<file path="config.mk">
export PLATFORM = sky130hd
export DESIGN_NAME = mem_access_unit
export DESIGN_NICKNAME = d
export VERILOG_FILES = /design/src/rtl/mem_access_unit_pkg.sv /design/src/rtl/mem_lane_align.sv /design/src/rtl/mem_access_unit.sv
export SDC_FILE = /design/constraint.sdc
export NUM_CORES = 1
export LEC_CHECK = 0
export ABC_AREA = 1
export CELL_PAD_IN_SITES_DETAIL_PLACEMENT = 0
export CELL_PAD_IN_SITES_GLOBAL_PLACEMENT = 1
export CORE_MARGIN = 4
export CORE_UTILIZATION = 34
export CTS_BUF_LIST = sky130_fd_sc_hd__clkbuf_8 sky130_fd_sc_hd__clkbuf_16
export CTS_CLUSTER_SIZE = 40
export DETAILED_ROUTE_END_ITERATION = 10
export GPL_ROUTABILITY_DRIVEN = 0
export GPL_TIMING_DRIVEN = 0
export PLACE_DENSITY = 0.82
export SLEW_MARGIN = 20
export SYNTH_ARGS = -nofsm -noshare
export SYNTH_HDL_FRONTEND = slang
export SYNTH_SLANG_ARGS = --single-unit
</file>
<file path="constraint.sdc">
create_clock -name clk -period 2.3 [get_ports clk]
set_input_delay 0.23 -clock clk [delete_from_list [all_inputs] [get_ports clk]]
set_output_delay 0.23 -clock clk [all_outputs]
set_load 0.03 [all_outputs]
</file>
<file path="src/rtl/mem_access_unit_pkg.sv">
// Shared encodings for the load/store memory initiator: funct3 widths and FSM states.
package mem_access_unit_pkg;

    localparam logic [2:0] F3_B  = 3'b000;
    localparam logic [2:0] F3_H  = 3'b001;
    localparam logic [2:0] F3_W  = 3'b010;
    localparam logic [2:0] F3_BU = 3'b100;
    localparam logic [2:0] F3_HU = 3'b101;

    typedef enum logic [2:0] {
        StIdle,
        StLdRd,
        StStWr,
        StRmwRd,
        StRmwWr,
        StDone,
        StErr
    } state_e;

    // Stores only exist as B/H/W; loads additionally have the unsigned forms.
    function automatic logic f3_illegal(input logic write, input logic [2:0] f3);
        logic bad;
        bad = 1'b1;
        case (f3)
            F3_B, F3_H, F3_W: bad = 1'b0;
            F3_BU, F3_HU:     bad = write;
            default:          bad = 1'b1;
        endcase
        return bad;
    endfunction

    function automatic logic misaligned(input logic [2:0] f3, input logic [1:0] lo);
        logic bad;
        bad = 1'b0;
        case (f3)
            F3_H, F3_HU: bad = lo[0];
            F3_W:        bad = (lo != 2'b00);
            default:     bad = 1'b0;
        endcase
        return bad;
    endfunction

endpackage

</file>
<file path="src/rtl/mem_lane_align.sv">
// Byte/halfword lane handling: load extract-and-extend and store read-modify-write merge.
module mem_lane_align
    import mem_access_unit_pkg::*;
(
    input  logic [31:0] word,
    input  logic [2:0]  funct3,
    input  logic [1:0]  lane,
    input  logic [31:0] wdata,
    output logic [31:0] load_data,
    output logic [31:0] store_word
);

    logic [7:0]  byte_sel;
    logic [15:0] half_sel;

    always_comb begin
        byte_sel = word[7:0];
        case (lane)
            2'd0:    byte_sel = word[7:0];
            2'd1:    byte_sel = word[15:8];
            2'd2:    byte_sel = word[23:16];
            default: byte_sel = word[31:24];
        endcase
        half_sel = lane[1] ? word[31:16] : word[15:0];
    end

    always_comb begin
        load_data = word;
        case (funct3)
            F3_B:    load_data = {{24{byte_sel[7]}}, byte_sel};
            F3_BU:   load_data = {24'd0, byte_sel};
            F3_H:    load_data = {{16{half_sel[15]}}, half_sel};
            F3_HU:   load_data = {16'd0, half_sel};
            default: load_data = word;
        endcase
    end

    always_comb begin
        store_word = word;
        case (funct3)
            F3_B: begin
                case (lane)
                    2'd0:    store_word[7:0]   = wdata[7:0];
                    2'd1:    store_word[15:8]  = wdata[7:0];
                    2'd2:    store_word[23:16] = wdata[7:0];
                    default: store_word[31:24] = wdata[7:0];
                endcase
            end
            F3_H: begin
                if (lane[1]) begin
                    store_word[31:16] = wdata[15:0];
                end else begin
                    store_word[15:0] = wdata[15:0];
                end
            end
            default: store_word = wdata;
        endcase
    end

endmodule

</file>
<file path="src/rtl/mem_access_unit.sv">
// Single-outstanding load/store initiator for the word-indexed unified memory.
module mem_access_unit
    import mem_access_unit_pkg::*;
#(
    parameter int unsigned MEM_WORDS = 17001,
    parameter int unsigned ADDR_W    = 32
) (
    input  logic              clk,
    input  logic              rst_n,
    input  logic              req_valid,
    output logic              req_ready,
    input  logic              req_write,
    input  logic [2:0]        req_funct3,
    input  logic [ADDR_W-1:0] req_addr,
    input  logic [31:0]       req_wdata,
    output logic              resp_valid,
    output logic [31:0]       resp_rdata,
    output logic              resp_err,
    output logic [ADDR_W-1:0] mem_address,
    output logic [31:0]       mem_write_data,
    output logic              mem_read,
    output logic              mem_write,
    input  logic [31:0]       mem_rdata
);

    state_e            state_q, state_d;
    logic              write_q;
    logic [2:0]        funct3_q;
    logic [ADDR_W-1:0] addr_q;
    logic [31:0]       wdata_q;
    logic [31:0]       data_q;

    logic [ADDR_W-1:0] req_word;
    logic              req_err;
    logic              accept;
    logic              capture_rdata;
    logic [31:0]       load_data;
    logic [31:0]       merged_word;

    assign req_word = req_addr >> 2;
    assign req_err  = f3_illegal(req_write, req_funct3)
                    | misaligned(req_funct3, req_addr[1:0])
                    | (req_word >= ADDR_W'(MEM_WORDS));
    assign accept   = (state_q == StIdle) && req_valid;

    mem_lane_align u_lane_align (
        .word       (data_q),
        .funct3     (funct3_q),
        .lane       (addr_q[1:0]),
        .wdata      (wdata_q),
        .load_data  (load_data),
        .store_word (merged_word)
    );

    always_ff @(posedge clk or negedge rst_n) begin
        if (!rst_n) begin
            state_q  <= StIdle;
            write_q  <= 1'b0;
            funct3_q <= 3'd0;
            addr_q   <= '0;
            wdata_q  <= 32'd0;
            data_q   <= 32'd0;
        end else begin
            state_q <= state_d;
            if (accept) begin
                write_q  <= req_write;
                funct3_q <= req_funct3;
                addr_q   <= req_addr;
                wdata_q  <= req_wdata;
            end
            if (capture_rdata) begin
                data_q <= mem_rdata;
            end
        end
    end

    always_comb begin
        state_d        = state_q;
        req_ready      = 1'b0;
        resp_valid     = 1'b0;
        resp_err       = 1'b0;
        resp_rdata     = 32'd0;
        mem_read       = 1'b0;
        mem_write      = 1'b0;
        mem_write_data = 32'd0;
        capture_rdata  = 1'b0;
        // Address is parked at zero only while idle, stable for the whole transaction.
        mem_address    = (state_q == StIdle) ? '0 : (addr_q >> 2);

        unique case (state_q)
            StIdle: begin
                req_ready = 1'b1;
                if (req_valid) begin
                    if (req_err) begin
                        state_d = StErr;
                    end else if (!req_write) begin
                        state_d = StLdRd;
                    end else if (req_funct3 == F3_W) begin
                        state_d = StStWr;
                    end else begin
                        state_d = StRmwRd;
                    end
                end
            end
            StLdRd: begin
                mem_read      = 1'b1;
                capture_rdata = 1'b1;
                state_d       = StDone;
            end
            StStWr: begin
                mem_write      = 1'b1;
                mem_write_data = wdata_q;
                state_d        = StDone;
            end
            StRmwRd: begin
                mem_read      = 1'b1;
                capture_rdata = 1'b1;
                state_d       = StRmwWr;
            end
            StRmwWr: begin
                mem_write      = 1'b1;
                mem_write_data = merged_word;
                state_d        = StDone;
            end
            StDone: begin
                resp_valid = 1'b1;
                resp_rdata = write_q ? 32'd0 : load_data;
                state_d    = StIdle;
            end
            StErr: begin
                resp_valid = 1'b1;
                resp_err   = 1'b1;
                state_d    = StIdle;
            end
            default: begin
                state_d = StIdle;
            end
        endcase
    end

endmodule

</file>
-- Word-level counts from Yosys, hierarchy flattened
Cells that the tools add are included.
- register bits: 103
- output and inout bits: 101
- magnitude comparators: 1
- equality and inequality tests: 16
- multiplexer cells: 26
- bitwise operators: 2
- reduce and logical (&&, ||, !) cells: 14
- operator list (kind ; count):
    $pmux W32 S2 ; 2
    $pmux W32 S4 ; 1
    $mux W32 ; 2
    $mux W16 ; 3
    $mux W8 ; 4
    $ge A30 B15 Y1 const B ; 1
    $mux W30 ; 1
    $pmux W8 S3 ; 1
    $eq A3 B3 Y1 const B ; 7
    $reduce_or A2 Y1 ; 5
    $eq A3 B1 Y1 const B ; 3
    $eq A3 B2 Y1 const B ; 3
    $logic_not A3 Y1 ; 3
    $pmux W3 S3 ; 1
    $reduce_or A3 Y1 ; 3
    $mux W1 ; 6
    $mux W3 ; 2
    $pmux W1 S2 ; 2
    $eq A2 B1 Y1 const B ; 1
    $eq A2 B2 Y1 const B ; 1
    $logic_not A2 Y1 ; 1
    $mux W2 ; 1
    $ne A2 B2 Y1 const B ; 1
    $or A1 B1 Y1 ; 2
    other kinds (2) ; 2

-- Longest topological paths before layout
- depth in word-level cells: 8
- mapped depth: 10
- depth with buffers taken out: 10

-- Hierarchy
From an unflattened synthesis, not the netlist that was laid out.
- cells, all modules: 1057
- area, all modules: 6931.6 µm²
- modules (own cells, without submodules) (module ; times used ; cells an instance ; area an instance (µm²)):
    mem_access_unit ; 1 ; 645 ; 4902.2
    mem_lane_align ; 1 ; 412 ; 2029.4

-- Worst setup path after synthesis
OpenSTA, ideal clock, no wires.
- path kind: register to output
- start point: register addr_q[1]
- end point: output resp_rdata[2]
- arrival: 1706 ps
- required time: 2070 ps
- slack: 364 ps
- stages on the path, launching flop included: 6
- path buffers: 1
- cell sequence: dfrtp_1 > inv_2 > buf_2 > o21ai_2 > o22ai_1 > a211oi_1
- cells in the longest elaborated chain, start to end: 5
- elaborated cells between the ends (all ways): 8
- ends and longest elaborated chain (item ; RTL line ; source):
    start, declared ; mem_access_unit.sv:29 ; logic [ADDR_W-1:0] addr_q;
    start signal, assigned ; mem_access_unit.sv:68 ; addr_q <= req_addr;
    $eq A2 B2 Y1, or another cell as far along ; mem_lane_align.sv:18 ; case (lane)
    $pmux W8 S3 ; mem_lane_align.sv:18 ;
    $pmux W32 S4 * ; mem_lane_align.sv:29 ; case (funct3)
    $mux W32 * ; mem_access_unit.sv:127 ; resp_rdata = write_q ? 32'd0 : load_data;
    $mux W32 * ; mem_access_unit.sv:90 ; unique case (state_q)
    end, declared ; mem_access_unit.sv:17 ; output logic [31:0] resp_rdata,
Mark *: on every way between the ends. The rest lies on a longest branch, timed or not.

-- Worst setup path in the final report
- start point: register funct3_q[2]
- end point: output resp_rdata[27]
- cells in the longest elaborated chain, start to end: 4
- elaborated cells between the ends (all ways): 7
- ends and longest elaborated chain (item ; RTL line ; source):
    start, declared ; mem_access_unit.sv:28 ; logic [2:0] funct3_q;
    start signal, assigned ; mem_access_unit.sv:67 ; funct3_q <= req_funct3;
    $eq A3 B3 Y1, or another cell as far along ; mem_lane_align.sv:29 ;
    $pmux W32 S4 * ; mem_lane_align.sv:29 ;
    $mux W32 * ; mem_access_unit.sv:127 ;
    $mux W32 * ; mem_access_unit.sv:90 ;
Marked as above.

==> flow_summary_export.csv <==
group,metric,value,unit
grt,antenna_found_initial,0,
clock_tree,htreeDepth,3,
pwr,peakVddDrop,641,uV
final_layout,fin_util,50.8,%
die,num_io_pins,204,
final_layout,fin_nets,1135,
placement,hpwl,16800,um
sta,clock.fmax,445,MHz
grt,grt_pass1_wl,32400,um
final_layout,stdcell_count,1257,
sta,final-setup-viol-count,0,
worst_setup_path,cp-startpoint,"funct3_q[2]",
grt,gr-total-overflow,0,
worst_setup_path,worst-path-buf-inv,3,
worst_setup_path,crit_type,"reg2out",
flow_run,max-cap-violations,0,
clock_tree,worstSkewPairLatency,0.37,ns
yosys,syn_area,5730,um^2
final_layout,syn2layout_area_growth,46.6,%
hold_path,hp-class,"in2async",
status,outcome,"completed",
worst_setup_path,critPathTopFamily,"simple AND/OR/NAND/NOR gates",
clock_tree,cts.sink_count,103,
worst_setup_path,start_kind,"flip-flop",
grt,grt_max_degree,61,
routing,drtIter0Drc,400,
pwr,p_leak,0.00414,uW
sta,min_period_over_period,97.7,%
final_layout,drive_gt1_share,18.2,%
worst_setup_path,regToRegStartpoint,"state_q[1]",
clock_tree,clkTransAtPathRegs,0.08,ns
die,core,16500,um^2
grt,grt_pass1_vias,5841,
clock_tree,cts_buffer_depth,2,
worst_setup_path,critPathMaxStageDelay,0.46,ns
yosys,synth_area_per_cell,7.14,um^2
die,die_h,138,um
yosys,yosysWarningCount,0,
clock_tree,cts-root-buf,"clkbuf_16",
sta,finClkSkew,0.00751,ns
yosys,synthFlopType,"dfrtp_1",
worst_setup_path,end_kind,"output port",
pwr,power.density,1500,nW/um^2
routing,antenna_left,0,
sta,slew_violations,0,
die,fp-row-count,47,
final_layout,final_area,8400,um^2
final_layout,final_common_cell,"nand2_1",
final_layout,fillerInstances,1749,
placement,numPortBuffers,201,
worst_setup_path,cp_slowest_cell,"dfrtp_2",
yosys,ys_ff_latch,103,
sta,max_slew_margin,59.8,%
clock_tree,cts_buffers,9,
die,initial_core_util,34.7,%
yosys,synth-edff-count,0,
yosys,ys_types,34,
sta,rsz0062_at_grt,"yes",
final_layout,final-seq-area,2580,um^2
sta,tightest_slew,0.603,ns
clock_tree,cts_tree,"built",
worst_setup_path,cp.required,2.07,ns
routing,drt-pass1-iter-count,6,
worst_setup_path,path_common_cell,"nand2_4",
placement,placed_cells,1226,
yosys,async_reset_ff_share,100,%
placement,place_area,8050,um^2
yosys,syn_inst,803,
routing,route.detailed.drc,0,
routing,routed_wl,21600,um
routing,wire_per_inst,17.2,um
final_layout,n_antenna_cell,0,
die,dieWidth,138,um
final_layout,final_cell_mix,"nand2_1 (259), clkdlybuf4s50_1 (104), dfrtp_1 (97), inv_1 (82), o21ai_0 (80)",
worst_setup_path,cp.arrival,2.02,ns
sta,period_minus_slack,2.25,ns
worst_setup_path,cp_cell_sequence,"nor2_4 -> nand2_4 -> inv_6 -> nand2_4 -> nand3_2 -> nand2_4 -> buf_12 -> a21oi_2 -> buf_2",
routing,vias,6135,
final_layout,multi_input_area,2750,um^2
die,die_area,19000,um^2
sta,finalHoldViolations,0,
grt,grtUsageTotal,22.6,%
yosys,synth_seq_area_share,45.0,%
routing,viasPerCell,4.88,
worst_setup_path,critical_path.max_fanout,10,
==> state kept, by name, indices dropped and copies added, names as in the netlist <==
| name | cells |
|---|---|
| addr_q | 32 |
| data_q | 32 |
| funct3_q | 3 |
| state_q | 3 |
| wdata_q | 32 |
| write_q | 1 |
==> where the power goes <==
part | switching, uW | total, uW | internal (uW) | leakage, uW
logic | 5240 | 7720 | 2480 | 0.00273
registers | 698 | 3390 | 2690 | 0.00127
clock network | 750 | 1500 | 749 | 0.000141
total | 6680 | 12600 | 5920 | 0.00414
==> stage by stage <==
stage | setup TNS (ns) | hold slack (ns) | worst slack (ns) | total power [uW]
after floorplan | 0 | -0.0656 | 0.364 | 7970
after global placement | -328.87 | 0.464 | -3.13 | 11000
after detailed placement | -7.67 | 0.187 | -0.275 | 11000
after CTS | -0.470 | 0.373 | -0.144 | 12300
after global routing | -0.180 | 0.396 | -0.0338 | 13500
final | 0 | 0.357 | 0.0521 | 12600
==> cell type report <==
type                    count  area share (%)
clock inverters             7           0.730
plain buffers              38            2.76
inverters                  97            4.39
multi-input cells         567            32.7
repair buffers            216            22.7
well taps                 220            3.28
clock buffers               9            2.68
flip-flops and latches    103            30.8
==> what timing repair did <==
action                                 in CTS  in global routing
cloned                                      0                  1
hold buffers                                1                  0
resized for setup                         312                 75
setup endpoints to repair                  96                 63
buffers inserted                            3                 10
endpoints found under the hold margin      43                  0
pin swaps                                   2                  6
==> cells in the mapped netlist (2+ instances only) <==
library cell	number	area (um^2)
nor2_1	63	236
inv_1	85	319
nand4_1	3	18.8
clkbuf_1	15	56.3
nand2_4	3	33.8
o211ai_1	8	60.1
o21ai_2	2	17.5
nand2_2	5	31.3
o21ai_0	83	415
inv_2	11	41.3
buf_4	3	22.5
a211oi_1	4	30.0
dfrtp_1	103	2580
buf_2	18	90.1
nand2_1	264	991
o21ai_1	18	90.1
o22ai_1	15	93.8
nor2_4	2	22.5
a21oi_1	22	110
a22oi_1	5	37.5
buf_6	2	22.5
nor3_1	2	10.0
a21oi_2	7	61.3
o311ai_1	3	26.3
nor2_2	4	25.0
nand3_1	43	215
a31oi_1	3	18.8
==> layer usage <==
layer / GRT usage (%) / vias to the layer above / share of wire, %
li1: - / 3030 / -
met2: 36.0 / 237 / 46
met4: 3.90 / 0 / 1.1
met3: 7.16 / 22 / 9.2
met5: 0 / - / 0
met1: 30.7 / 2846 / 43
==> path summary, 6_finish.rpt <==
path,endpoint,slack [ns],cells past startpoint
setup / recovery,resp_rdata[27],0.05,9
hold / removal,addr_q[11],0.36,2
setup reg to reg,addr_q[4],0.53,7
hold reg to reg,wdata_q[22],0.48,2
max in group asynchronous,addr_q[0],1.29,3
min in group clk,wdata_q[29],0.39,3
==> kinds of logic after synthesis <==
family / Yosys count / share of synthesized area [%]
AND/OR/NAND/NOR: 391 / 27.9
AO/OA/AOI/OAI: 173 / 17.4
buffers and inverters: 135 / 9.69
flip-flops: 103 / 45.0
other: 1 / 0.0654
No activity file was read; power rests on OpenSTA's default activity.
